[config.mk]
export PLATFORM = sky130hd
export DESIGN_NAME = beat_count_stacked
export DESIGN_NICKNAME = d
export VERILOG_FILES = /design/src/rtl/beat_count_stacked.sv
export SDC_FILE = /design/constraint.sdc
export NUM_CORES = 1
export LEC_CHECK = 0
export ABC_AREA = 1
export BUFFER_PORTS_ARGS = -buffer_cell sky130_fd_sc_hd__clkbuf_2
export CAP_MARGIN = 20
export CORE_MARGIN = 5
export CORE_UTILIZATION = 40
export CTS_CLUSTER_SIZE = 12
export DETAILED_ROUTE_END_ITERATION = 8
export PLACE_DENSITY = 0.62
export SLEW_MARGIN = 20
export SYNTH_ARGS = -nofsm -noshare
export SYNTH_HDL_FRONTEND = slang
export SYNTH_SLANG_ARGS = --single-unit
[constraint.sdc]
create_clock -name CLK -period 2.9 [get_ports CLK]
set_clock_uncertainty 0.1 [all_clocks]
set_input_delay 0.58 -clock CLK [delete_from_list [all_inputs] [get_ports CLK]]
set_output_delay 0.58 -clock CLK [all_outputs]
set_load 0.01 [all_outputs]
[src/rtl/beat_count_stacked.sv]
// Beat counter for the stacked odometer: detects deglitched rising beats in the
// 3-bit sampler word and counts them over a programmable window of CLK cycles,
// handing the result to readout through a VALID/ACK handshake.
module beat_count_stacked #(
    parameter int unsigned CNT_W = 12,
    parameter int unsigned WIN_W = 16
) (
    input  logic             CLK,
    input  logic             RST_N,
    input  logic [0:2]       SAMPLE_IN,
    input  logic [WIN_W-1:0] WINDOW_LEN,
    input  logic             START,
    input  logic             ACK,
    output logic [CNT_W-1:0] COUNT_OUT,
    output logic             VALID,
    output logic             BUSY,
    output logic             OVF
);

    localparam logic [1:0] S_IDLE  = 2'd0;
    localparam logic [1:0] S_ARM   = 2'd1;
    localparam logic [1:0] S_COUNT = 2'd2;
    localparam logic [1:0] S_DONE  = 2'd3;

    // Index of the last ARM cycle (three flush cycles: 0, 1, 2).
    localparam logic [1:0] FLUSH_LAST = 2'd2;
    localparam logic [CNT_W-1:0] CNT_MAX = {CNT_W{1'b1}};

    logic [1:0]       state_q;
    logic [1:0]       state_nxt;
    logic [WIN_W-1:0] len_q;
    logic [WIN_W-1:0] len_nxt;
    logic [WIN_W-1:0] win_q;
    logic [WIN_W-1:0] win_nxt;
    logic [1:0]       flush_q;
    logic [1:0]       flush_nxt;
    logic [CNT_W-1:0] count_nxt;
    logic             ovf_nxt;
    logic             valid_nxt;
    logic             busy_nxt;
    logic             beat_c;

    // Rising beat: two consecutive high samples following a low one.
    assign beat_c = SAMPLE_IN[0] & SAMPLE_IN[1] & ~SAMPLE_IN[2];

    // State register.
    always_ff @(posedge CLK or negedge RST_N) begin
        if (!RST_N) begin
            state_q <= S_IDLE;
        end else begin
            state_q <= state_nxt;
        end
    end

    // Next-state, counter and output computation.
    always_comb begin
        state_nxt = state_q;
        len_nxt   = len_q;
        win_nxt   = win_q;
        flush_nxt = flush_q;
        count_nxt = COUNT_OUT;
        ovf_nxt   = OVF;

        case (state_q)
            S_IDLE: begin
                if (START) begin
                    len_nxt   = WINDOW_LEN;
                    count_nxt = '0;
                    ovf_nxt   = 1'b0;
                    flush_nxt = '0;
                    win_nxt   = '0;
                    state_nxt = S_ARM;
                end
            end
            S_ARM: begin
                // Sampler contents are stale here, so beats are ignored.
                if (flush_q == FLUSH_LAST) begin
                    win_nxt   = '0;
                    state_nxt = (len_q == '0) ? S_DONE : S_COUNT;
                end else begin
                    flush_nxt = flush_q + 2'd1;
                end
            end
            S_COUNT: begin
                if (beat_c) begin
                    if (COUNT_OUT == CNT_MAX) begin
                        ovf_nxt = 1'b1;
                    end else begin
                        count_nxt = COUNT_OUT + CNT_W'(1);
                    end
                end
                if (win_q == (len_q - WIN_W'(1))) begin
                    state_nxt = S_DONE;
                end else begin
                    win_nxt = win_q + WIN_W'(1);
                end
            end
            S_DONE: begin
                // START in the same cycle as ACK is dropped, not queued.
                if (ACK) begin
                    state_nxt = S_IDLE;
                end
            end
            default: begin
                state_nxt = S_IDLE;
            end
        endcase

        valid_nxt = (state_nxt == S_DONE);
        busy_nxt  = (state_nxt == S_ARM) || (state_nxt == S_COUNT);
    end

    // Datapath and registered outputs.
    always_ff @(posedge CLK or negedge RST_N) begin
        if (!RST_N) begin
            len_q     <= '0;
            win_q     <= '0;
            flush_q   <= '0;
            COUNT_OUT <= '0;
            OVF       <= 1'b0;
            VALID     <= 1'b0;
            BUSY      <= 1'b0;
        end else begin
            len_q     <= len_nxt;
            win_q     <= win_nxt;
            flush_q   <= flush_nxt;
            COUNT_OUT <= count_nxt;
            OVF       <= ovf_nxt;
            VALID     <= valid_nxt;
            BUSY      <= busy_nxt;
        end
    end

endmodule

==> results.ini, run 1 <==
[grt]
grt_antenna_before_repair = 0
grt-ovfl-total = 0
grt_max_degree = 52
grt_pass1_vias = 2855
gr-usage-all-layers_pct = 16.0
grt_pass1_wl_um = 13500

[setup_path]
rr_worst_depth = 11
critPathArrivalTime_ps = 2650
setup.worst_path.class = flop to flop
start_kind = flop
crit_fanout = 12
reg2reg_from = len_q[0]$_DFFE_PN0P_
r2r_end = BUSY$_DFF_PN0_
endpoint = BUSY$_DFF_PN0_
startpoint = len_q[0]$_DFFE_PN0P_
crit_required_ps = 3000
setup.worst_path.end_class = flop
r2r_slack_ps = 340

[yosys]
ys.flop_type = dfrtp_1
ys.warnings.count = 0
yosysTopAreaCell = dfrtp_1
synthTopCellsByArea = dfrtp_1 (38%), nand2_1 (17%), nand3_1 (5.8%)
syn_avg_cell_area_sq_um = 6.97
synth_edf_count = 0
synth-seq-area-share_pct = 37.7
syn_area_sq_mm = 0.00339
yosysUniqueCellTypes = 34
synth_fp_nets = 514
syn_inst = 486
postSynth.asyncResetShare_pct = 100
ys_seq_elements = 51
netlist.area_leader.share_pct = 37.7

[clock_tree]
htree_levels = 2
clkSinkCount = 51
clock_path_buffers = 2
hold_buffers = 0
numCtsBuffers = 5
clk_latency_ps = 300
cts_setup_buffers = 0
cts_resized = 0
cts-root-buf = clkbuf_8
cts_tree = yes
cts.clk_slew.worst_paths_ps = 100

[pwr]
swShare_pct = 44.6
ir_worst_vdd_mv = 0.281
total_power_w = 0.00281
power.internal_w = 0.00156
cellPowerDensity_mw_per_mm2 = 742
p_comb_share_pct = 44.0
power_frac_seq_pct = 38.0
power_frac_clock_pct = 18.0
p_leak_nw = 1.87
power_switching_w = 0.00125

[route]
drtPass1Iterations = 4
ant_nets = 0
vias_per_cell = 4.84
drt_iter0_markers = 124
wl_um = 7950
drc_errors = 0
vias = 3041
avgRoutedWirePerCell_um = 12.7

[floorplan]
core_sq_mm = 0.00822
dieHeight_um = 102
dieArea_sq_mm = 0.0104
io_pins = 38
initial_core_util_pct = 41.2
fp.dieW_um = 102
rows = 33

[sta]
fin_ws_ps = 342
worst_pin_slew_ps = 660
finalCritPeriodShare_pct = 88.2
maxSlewHeadroom_pct = 56.0
finalSetupViolCount = 0
rsz0062_at_grt = false
post-route-min-period_ps = 2560
slew_violations = 0
tns_ps = 0
fmax_ghz = 0.391
whs_ps = 261
hold_viol_final = 0

[cells_and_area]
insertedDiodeCount = 0
seqCellArea_sq_mm = 0.00128
drive_above_1_share_pct = 15.9
area_delta_synth_final_pct = 11.8
nets = 550
final_util_pct = 46.1
nFillCells = 823
multi_input_area_sq_mm = 0.00182

[flow_run]
drv.max_cap_violation_count = 0

[placed_design]
dp_slack_ps = 396
dp_hpwl_um = 6150
gp_congestion = 0.856
port_buffers = 37

[worst_hold_path]
worstHoldPathType = input port to asynchronous set/reset pin

[status]
outcome = finished, final reports clean

power groups by stage:
| stage | registers, W | logic [W] | clock network, W |
|---|---|---|---|
| finish | 0.00107 | 0.00124 | 0.000506 |
| CTS | 0.00107 | 0.00125 | 0.000522 |
| global placement | 0.00108 | 0.00121 | 0 |
| detailed placement | 0.00108 | 0.00124 | 0 |
| global route | 0.00110 | 0.00142 | 0.000555 |
| floorplan | 0.00103 | 0.000996 | 0 |
critical path: stages (launching register included):
cell	delay (ps)
dfrtp_1	390
inv_1	150
ha_1	250
nand2_2	100
nor2_1	210
nand4_1	130
nand2_1	100
nand2_1	80
nor2_4	100
nand4_4	210
a21boi_0	340
ha_1	290
logic make-up (layout without fill, tap and decap cells):
logic type      count (synthesis)  after routing  synth area share [%]
compound gates                 37             37                  6.13
fa+ha+maj                       5              5                  1.85
xor+xnor                       23             23                  5.95
flops                          51             51                  37.7
simple gates                  299            299                  39.9
buf+inv                        71            108                  8.50
cells in the mapped netlist (3+ instances only):
master      n
o21ai_0    22
dfrtp_1    51
nand2_2    13
nor2_4      4
nand2_1   156
nor4_1      4
o31ai_1     4
a21oi_1     7
ha_1        5
nand3_1    39
inv_1      52
nor2_2      7
xor2_1     13
buf_2       4
nand4_1     7
nor3_1     10
nor2_1     48
clkbuf_1    7
nand3b_1    3
xnor2_1    10
inv_2       3
how the worst min path moves through the flow:
stage                     slack (ps)  cells after the start                        end              startpoint
after floorplan                  180                      0             BUSY$_DFF_PN0_                   RST_N
after global placement           370                      2     flush_q[1]$_DFFE_PN0P_  flush_q[1]$_DFFE_PN0P_
after detailed placement         390                      2     flush_q[1]$_DFFE_PN0P_  flush_q[1]$_DFFE_PN0P_
after CTS                        310                      2  COUNT_OUT[10]$_DFFE_PN0P_                   RST_N
after global routing             340                      2   COUNT_OUT[8]$_DFFE_PN0P_                   RST_N
final                            260                      2   COUNT_OUT[8]$_DFFE_PN0P_                   RST_N
sequential cells by signal (all words and copies together) (netlist names):
register	cells
VALID	1
win_q	16
BUSY	1
state_q	2
len_q	16
COUNT_OUT	12
OVF	1
flush_q	2
layer usage:
metal  vias to the layer above  GRT usage [%]  share of wire (%)
li1                       1600              -                  -
met1                      1370           22.8                 49
met2                        62           25.5                 44
met3                         9           3.00                5.7
met4                         0           3.03               0.98
met5                         -              0                  0
area by class of cell:
type                       count  area share (%)
inverter                      57            5.65
sequential                    51            33.7
timing repair buffer          43            6.08
multi-input combinational    364            48.1
tap                          105            3.47
clock inverter                 3            1.16
clock buffer                   5            1.82
layout by cell type (no fill, tap or decap), types with 2 or more instances in the layout:
master and n:
clkinv_1 2, inv_2 3, nand4_1 7, nand3_1 39
clkbuf_8 5, nor3b_1 2, clkbuf_2 37, nand2_2 13
inv_1 52, o21ai_0 22, nor2_4 4, nand3b_1 3
xor2_1 13, nor2_1 48, nor2_2 7, dfrtp_1 51
nand2_4 2, nor4_1 4, and3_1 2, o31ai_1 4
xnor2_1 10, a21oi_1 7, nand2_1 156, nor3_1 10
buf_4 6, ha_1 5
per-stage QoR:
stage / area, sq um / cells
after floorplan: 3390 / 486
after global placement: 3670 / 620
after detailed placement: 3670 / 620
after CTS: 3790 / 628
after global routing: 3790 / 628
final: 3790 / 628
No activity file was read; power rests on OpenSTA's default activity.
==> run 2, diff against run 1 <==
- CORE_UTILIZATION: 40 -> 30
- PLACE_DENSITY: 0.62 -> 0.5
==> run 2 against run 1 <==
Effect of this change:
- non-clock buffer count increased by 1
- cell count rose by 5.6%
- largest cell class unchanged
- combinational power hardly changed
- hold slack worse by 85 ps
- maximum frequency up 5.3%
- via count is 0.59% higher
==> results.ini, run 2 (same netlist as run 1, synthesis figures left out) <==
[status]
outcome = finished, final reports clean

[route]
vias_per_cell = 4.61
drtPass1Iterations = 4
drt_iter0_markers = 220
wl_um = 8570
avgRoutedWirePerCell_um = 12.9
vias = 3059
ant_nets = 0
drc_errors = 0

[clock_tree]
htree_levels = 2
numCtsBuffers = 5
clock_path_buffers = 2
cts_tree = yes
cts_setup_buffers = 0
cts_resized = 0
cts-root-buf = clkbuf_16
hold_buffers = 0
clk_latency_ps = 290
cts.clk_slew.worst_paths_ps = 70
clkSinkCount = 51

[setup_path]
crit_family = simple AND/OR/NAND/NOR gates
worst_path_most_repeated_cell = nand2_1
crit_slowest_cell = dfrtp_1
setup.worst_path.class = flop to flop
critPathArrivalTime_ps = 2500
max_stage_delay_ps = 370
rr_worst_depth = 11
crit_fanout = 12
crit_chain = inv_1 > ha_1 > nand3_1 > nor2_1 > nand2_1 > nand2_1 > nand2_1 > nor2_2 > nand4_4 > a21boi_0 > ha_1
setup.worst_path.end_class = flop
start_kind = flop
crit_required_ps = 2970
worstPathBufferInverterCount = 1
cp_num_cells = 11

[sta]
hold_viol_final = 0
maxSlewHeadroom_pct = 67.1
fin_ws_ps = 470
post-route-min-period_ps = 2430
worst_pin_slew_ps = 488
tns_ps = 0
slew_violations = 0
rsz0062_at_grt = false
finalCritPeriodShare_pct = 83.8
finalSetupViolCount = 0
fmax_ghz = 0.412

[pwr]
ir_worst_vdd_mv = 0.363
p_leak_nw = 1.89
cellPowerDensity_mw_per_mm2 = 765

[cells_and_area]
area_delta_synth_final_pct = 14.7
final_cell_mix = nand2_1 (156), inv_1 (52), dfrtp_1 (51)
nFillCells = 1217
drive_above_1_share_pct = 15.7
reg_top3 = len_q: 16 flops, win_q: 16 flops, COUNT_OUT: 12 flops
final_common_cell = nand2_1
seqCellArea_sq_mm = 0.00128
final_util_pct = 35.5
insertedDiodeCount = 0
nets = 551
multi_input_area_sq_mm = 0.00182

[grt]
grt-ovfl-total = 0
grt_pass1_wl_um = 14500
grt_pass1_vias = 3099
grt_antenna_before_repair = 0
gr-usage-all-layers_pct = 13.4
grt_max_degree = 30

[flow_run]
drv.max_cap_violation_count = 0

[placed_design]
dp_hpwl_um = 6670
port_buffers = 37
dp_slack_ps = 461
gp_congestion = 0.890

[floorplan]
dieArea_sq_mm = 0.0135
core_sq_mm = 0.0109
dieHeight_um = 116
io_pins = 38
fp.dieW_um = 116
initial_core_util_pct = 31.0
rows = 38

[worst_hold_path]
worstHoldPathType = input port to asynchronous set/reset pin

[run 2: layer usage]
layer / global-route usage, % / routed length (um)
met4: 4.33 / 153
met5: 0 / 0
met1: 17.5 / 4130
met3: 2.12 / 283
met2: 22.5 / 4000
[run 2: worst paths after layout]
kind / startpoint / end / slack (ps)
setup / recovery: len_q[0]$_DFFE_PN0P_ / BUSY$_DFF_PN0_ / 470
hold / removal: RST_N / COUNT_OUT[8]$_DFFE_PN0P_ / 180
setup reg to reg: len_q[0]$_DFFE_PN0P_ / BUSY$_DFF_PN0_ / 470
hold reg to reg: flush_q[1]$_DFFE_PN0P_ / flush_q[1]$_DFFE_PN0P_ / 390
max in group asynchronous: RST_N / win_q[9]$_DFFE_PN0P_ / 2170
min in group CLK: flush_q[1]$_DFFE_PN0P_ / flush_q[1]$_DFFE_PN0P_ / 390
[run 2: cell type report]
cell class / instances / share of cell area, %
clock buffer: 6 / 3.32
clock inverter: 1 / 0.773
inverter: 57 / 5.51
multi-input combinational: 364 / 46.9
sequential: 51 / 32.9
tap: 140 / 4.51
timing repair buffer: 44 / 6.12
[run 2: through the flow]
stage / hold slack (ps) / power (W) / cell area (sq um) / instances
2_1_floorplan: 184 / 0.00203 / 3390 / 486
3_3_place_gp: 368 / 0.00233 / 3720 / 656
3_5_place_dp: 376 / 0.00233 / 3720 / 656
4_1_cts: 189 / 0.00302 / 3880 / 663
5_1_grt: 206 / 0.00326 / 3880 / 663
6_report: 176 / 0.00297 / 3880 / 663
[run 2: worst register-to-register path, delay by kind of cell, from the launching register on]
family,cells,cell delay (ps)
simple gates,7,890
compound gates,1,290
flops,1,370
buf+inv,1,140
fa+ha+maj,2,520
[run 2: power breakdown]
part / total (W) / leakage [nW] / switching (W) / internal, W
combinational: 0.00124 / 1.14 / 0.000812 / 0.000426
sequential: 0.00107 / 0.675 / 0.000193 / 0.000877
clock: 0.000665 / 0.0769 / 0.000261 / 0.000404
==> run 3, diff against run 2 <==
- ABC_AREA: 1 -> 0
- PLACE_DENSITY: 0.5 -> 0.51
- clock period: 2.9 -> 2.4 ns (I/O delays scaled with it)
==> run 3 against run 2 <==
Effect of this change:
- the flow now finishes with violations (negative setup slack)
- maximum frequency is 18% lower
- clock power fell by 19%
- clock-buffer cell count did not move
==> results.ini, run 3 <==
[pwr]
cellPowerDensity_mw_per_mm2 = 937
power_switching_w = 0.00181
ir_worst_vdd_mv = 0.418
power.internal_w = 0.00236
swShare_pct = 43.4
p_leak_nw = 1.90
power_frac_clock_pct = 13.0
p_comb_share_pct = 56.8
power_frac_seq_pct = 30.2

[sta]
worst_pin_slew_ps = 585
finalSetupViolCount = 19
rsz0062_at_grt = true
post-route-min-period_ps = 2950
whs_ps = 45.2
fmax_ghz = 0.339
slew_violations = 0
hold_viol_final = 0
finalCritPeriodShare_pct = 123
maxSlewHeadroom_pct = 61.0
fin_ws_ps = -549

[setup_path]
crit_required_ps = 2550
rr_worst_depth = 10
startpoint = len_q[6]$_DFFE_PN0P_
r2r_end = win_q[13]$_DFFE_PN0P_
crit_fanout = 7
critPathArrivalTime_ps = 3100
start_kind = flop
r2r_slack_ps = -550
reg2reg_from = len_q[6]$_DFFE_PN0P_
setup.worst_path.end_class = flop
setup.worst_path.class = flop to flop

[floorplan]
fp.dieW_um = 114
initial_core_util_pct = 30.3
core_sq_mm = 0.0107
dieHeight_um = 114
rows = 38
io_pins = 38
dieArea_sq_mm = 0.0130

[cells_and_area]
nFillCells = 1088
final_cell_mix = buf_4 (69), nand2_1 (58), dfrtp_1 (51)
area_delta_synth_final_pct = 37.4
reg_top3 = len_q: 16 flops, win_q: 16 flops, COUNT_OUT: 12 flops
drive_above_1_share_pct = 36.2
instances_no_fill = 612
insertedDiodeCount = 0
final_common_cell = buf_4
nets = 499

[placed_design]
port_buffers = 37
dp.cells = 591
gp_congestion = 0.846
dp_hpwl_um = 6570

[route]
drc_errors = 0
drt_iter0_markers = 137
avgRoutedWirePerCell_um = 15.4
vias_per_cell = 5.15
drtPass1Iterations = 5
vias = 3152
wl_um = 9410
ant_nets = 0

[yosys]
yosys.area_share.simple_pct = 25.1
synth_compound_area_share_pct = 18.2
ys.warnings.count = 0
syn_inst = 372
yosysTopAreaCell = dfrtp_1
synthAdderAreaFrac_pct = 1.93
yosysUniqueCellTypes = 51
synth_top_family_by_area = simple AND/OR/NAND/NOR gates
synth_mux_area_share_pct = 3.82
syn_area_sq_mm = 0.00324
ys.flop_type = dfrtp_1
syn_avg_cell_area_sq_um = 8.71
netlist.area_leader.share_pct = 39.4
ys_seq_elements = 51
yosysMostFrequentCell = nand2_1
synth-xor-area-share_pct = 6.76
synth_fp_nets = 400
synth_commonest_cells = nand2_1 (59), dfrtp_1 (51), nor2_1 (22), o21ai_0 (22), xnor2_1 (22)
postSynth.asyncResetShare_pct = 100
synth_edf_count = 0
synthTopCellsByArea = dfrtp_1 (39%), nand2_1 (6.8%), xnor2_1 (5.9%)
synth-seq-area-share_pct = 39.4

[clock_tree]
clock_path_buffers = 2
hold_buffers = 0
htree_levels = 2
cts_tree = yes
clkSinkCount = 51
numCtsBuffers = 5
cts-root-buf = clkbuf_8
cts.clk_slew.worst_paths_ps = 100
clk_latency_ps = 320

[grt]
grt-ovfl-total = 0
grt_pass1_vias = 3150
grt_antenna_before_repair = 0
grt_pass1_wl_um = 15200
grt_max_degree = 34
gr-usage-all-layers_pct = 14.4

[status]
outcome = finished with violations
violations = negative setup slack

[worst_hold_path]
worstHoldPathType = input port to asynchronous set/reset pin

[flow_run]
drv.max_cap_violation_count = 0

[run 3: cell types whose count changed after synthesis, moves of 8 or more]
cell and delta:
nand2_1 -97, inv_1 -43, nand3_1 -26, nor2_1 -26
a31oi_1 +19, nand2_2 -13, xnor2_1 +12, mux2_2 +11
o21ai_2 +10, xor2_1 -10, clkbuf_1 +8, or3_1 +8
[run 3: layout make-up]
| class | count | area [sq um] | area share, % |
|---|---|---|---|
| Multi-Input combinational cell | 289 | 2030 | 45.7 |
| Tap cell | 140 | 175 | 3.93 |
| Sequential cell | 51 | 1280 | 28.7 |
| Timing Repair Buffer | 115 | 845 | 19.0 |
| Clock inverter | 2 | 16.3 | 0.365 |
| Clock buffer | 6 | 72.6 | 1.63 |
| Inverter | 9 | 33.8 | 0.759 |
[run 3: per-stage QoR]
stage | setup slack (ps) | util [%] | total power (W) | setup TNS [ps] | cell area (sq um)
after floorplan | -747 | - | 0.00254 | -12050 | 3270
after global placement | -645 | 37.4 | 0.00337 | -11200 | 4000
after detailed placement | -699 | 37.4 | 0.00341 | -11840 | 4000
after CTS | -599 | 39.3 | 0.00399 | -9730 | 4200
after global routing | -710 | 41.6 | 0.00447 | -12300 | 4450
final | -549 | 41.6 | 0.00417 | -9680 | 4450
[run 3: worst max-delay path, cell delays in order, from the launching register on]
cell	delay [ps]
dfrtp_1	400
or4_4	570
buf_4	170
nor4_4	140
xnor2_1	100
or4b_4	530
a2111oi_4	310
buf_4	220
clkbuf_16	170
a31oi_2	100
o21ai_2	70
[run 3: power by group through the flow]
stage	Clock, W	Sequential (W)	Combinational, W
after floorplan	0	0.00133	0.00121
after global placement	0	0.00127	0.00211
after detailed placement	0	0.00127	0.00214
after CTS	0.000561	0.00126	0.00217
after global routing	0.000588	0.00130	0.00259
final	0.000540	0.00126	0.00237
[run 3: how the worst max path moves through the flow]
stage | endpoint | cells after the start | slack (ps)
floorplan | BUSY$_DFF_PN0_ | 10 | -750
global placement | BUSY$_DFF_PN0_ | 8 | -640
detailed placement | win_q[9]$_DFFE_PN0P_ | 7 | -700
CTS | BUSY$_DFF_PN0_ | 8 | -600
global route | BUSY$_DFF_PN0_ | 10 | -710
finish | win_q[13]$_DFFE_PN0P_ | 10 | -550
[run 3: metal layers]
metal	global-route usage [%]	part of all wire, %	up-vias
li1	-	-	1533
met1	20.2	47	1527
met2	22.8	47	86
met3	2.60	4.8	6
met4	4.43	0.81	0
met5	0	0	-
[run 3: cells by family after synthesis]
| kind of cell | count (synthesis) |
|---|---|
| compound gates | 86 |
| flops | 51 |
| simple gates | 162 |
| mux | 11 |
| xor+xnor | 25 |
| buf+inv | 32 |
| fa+ha+maj | 5 |
[run 3: repair_timing]
action	in CTS	in global routing
gates resized for setup	14	29
setup buffers	7	6
endpoints found under the setup margin	19	19
pin swaps	8	25
gates cloned	0	1
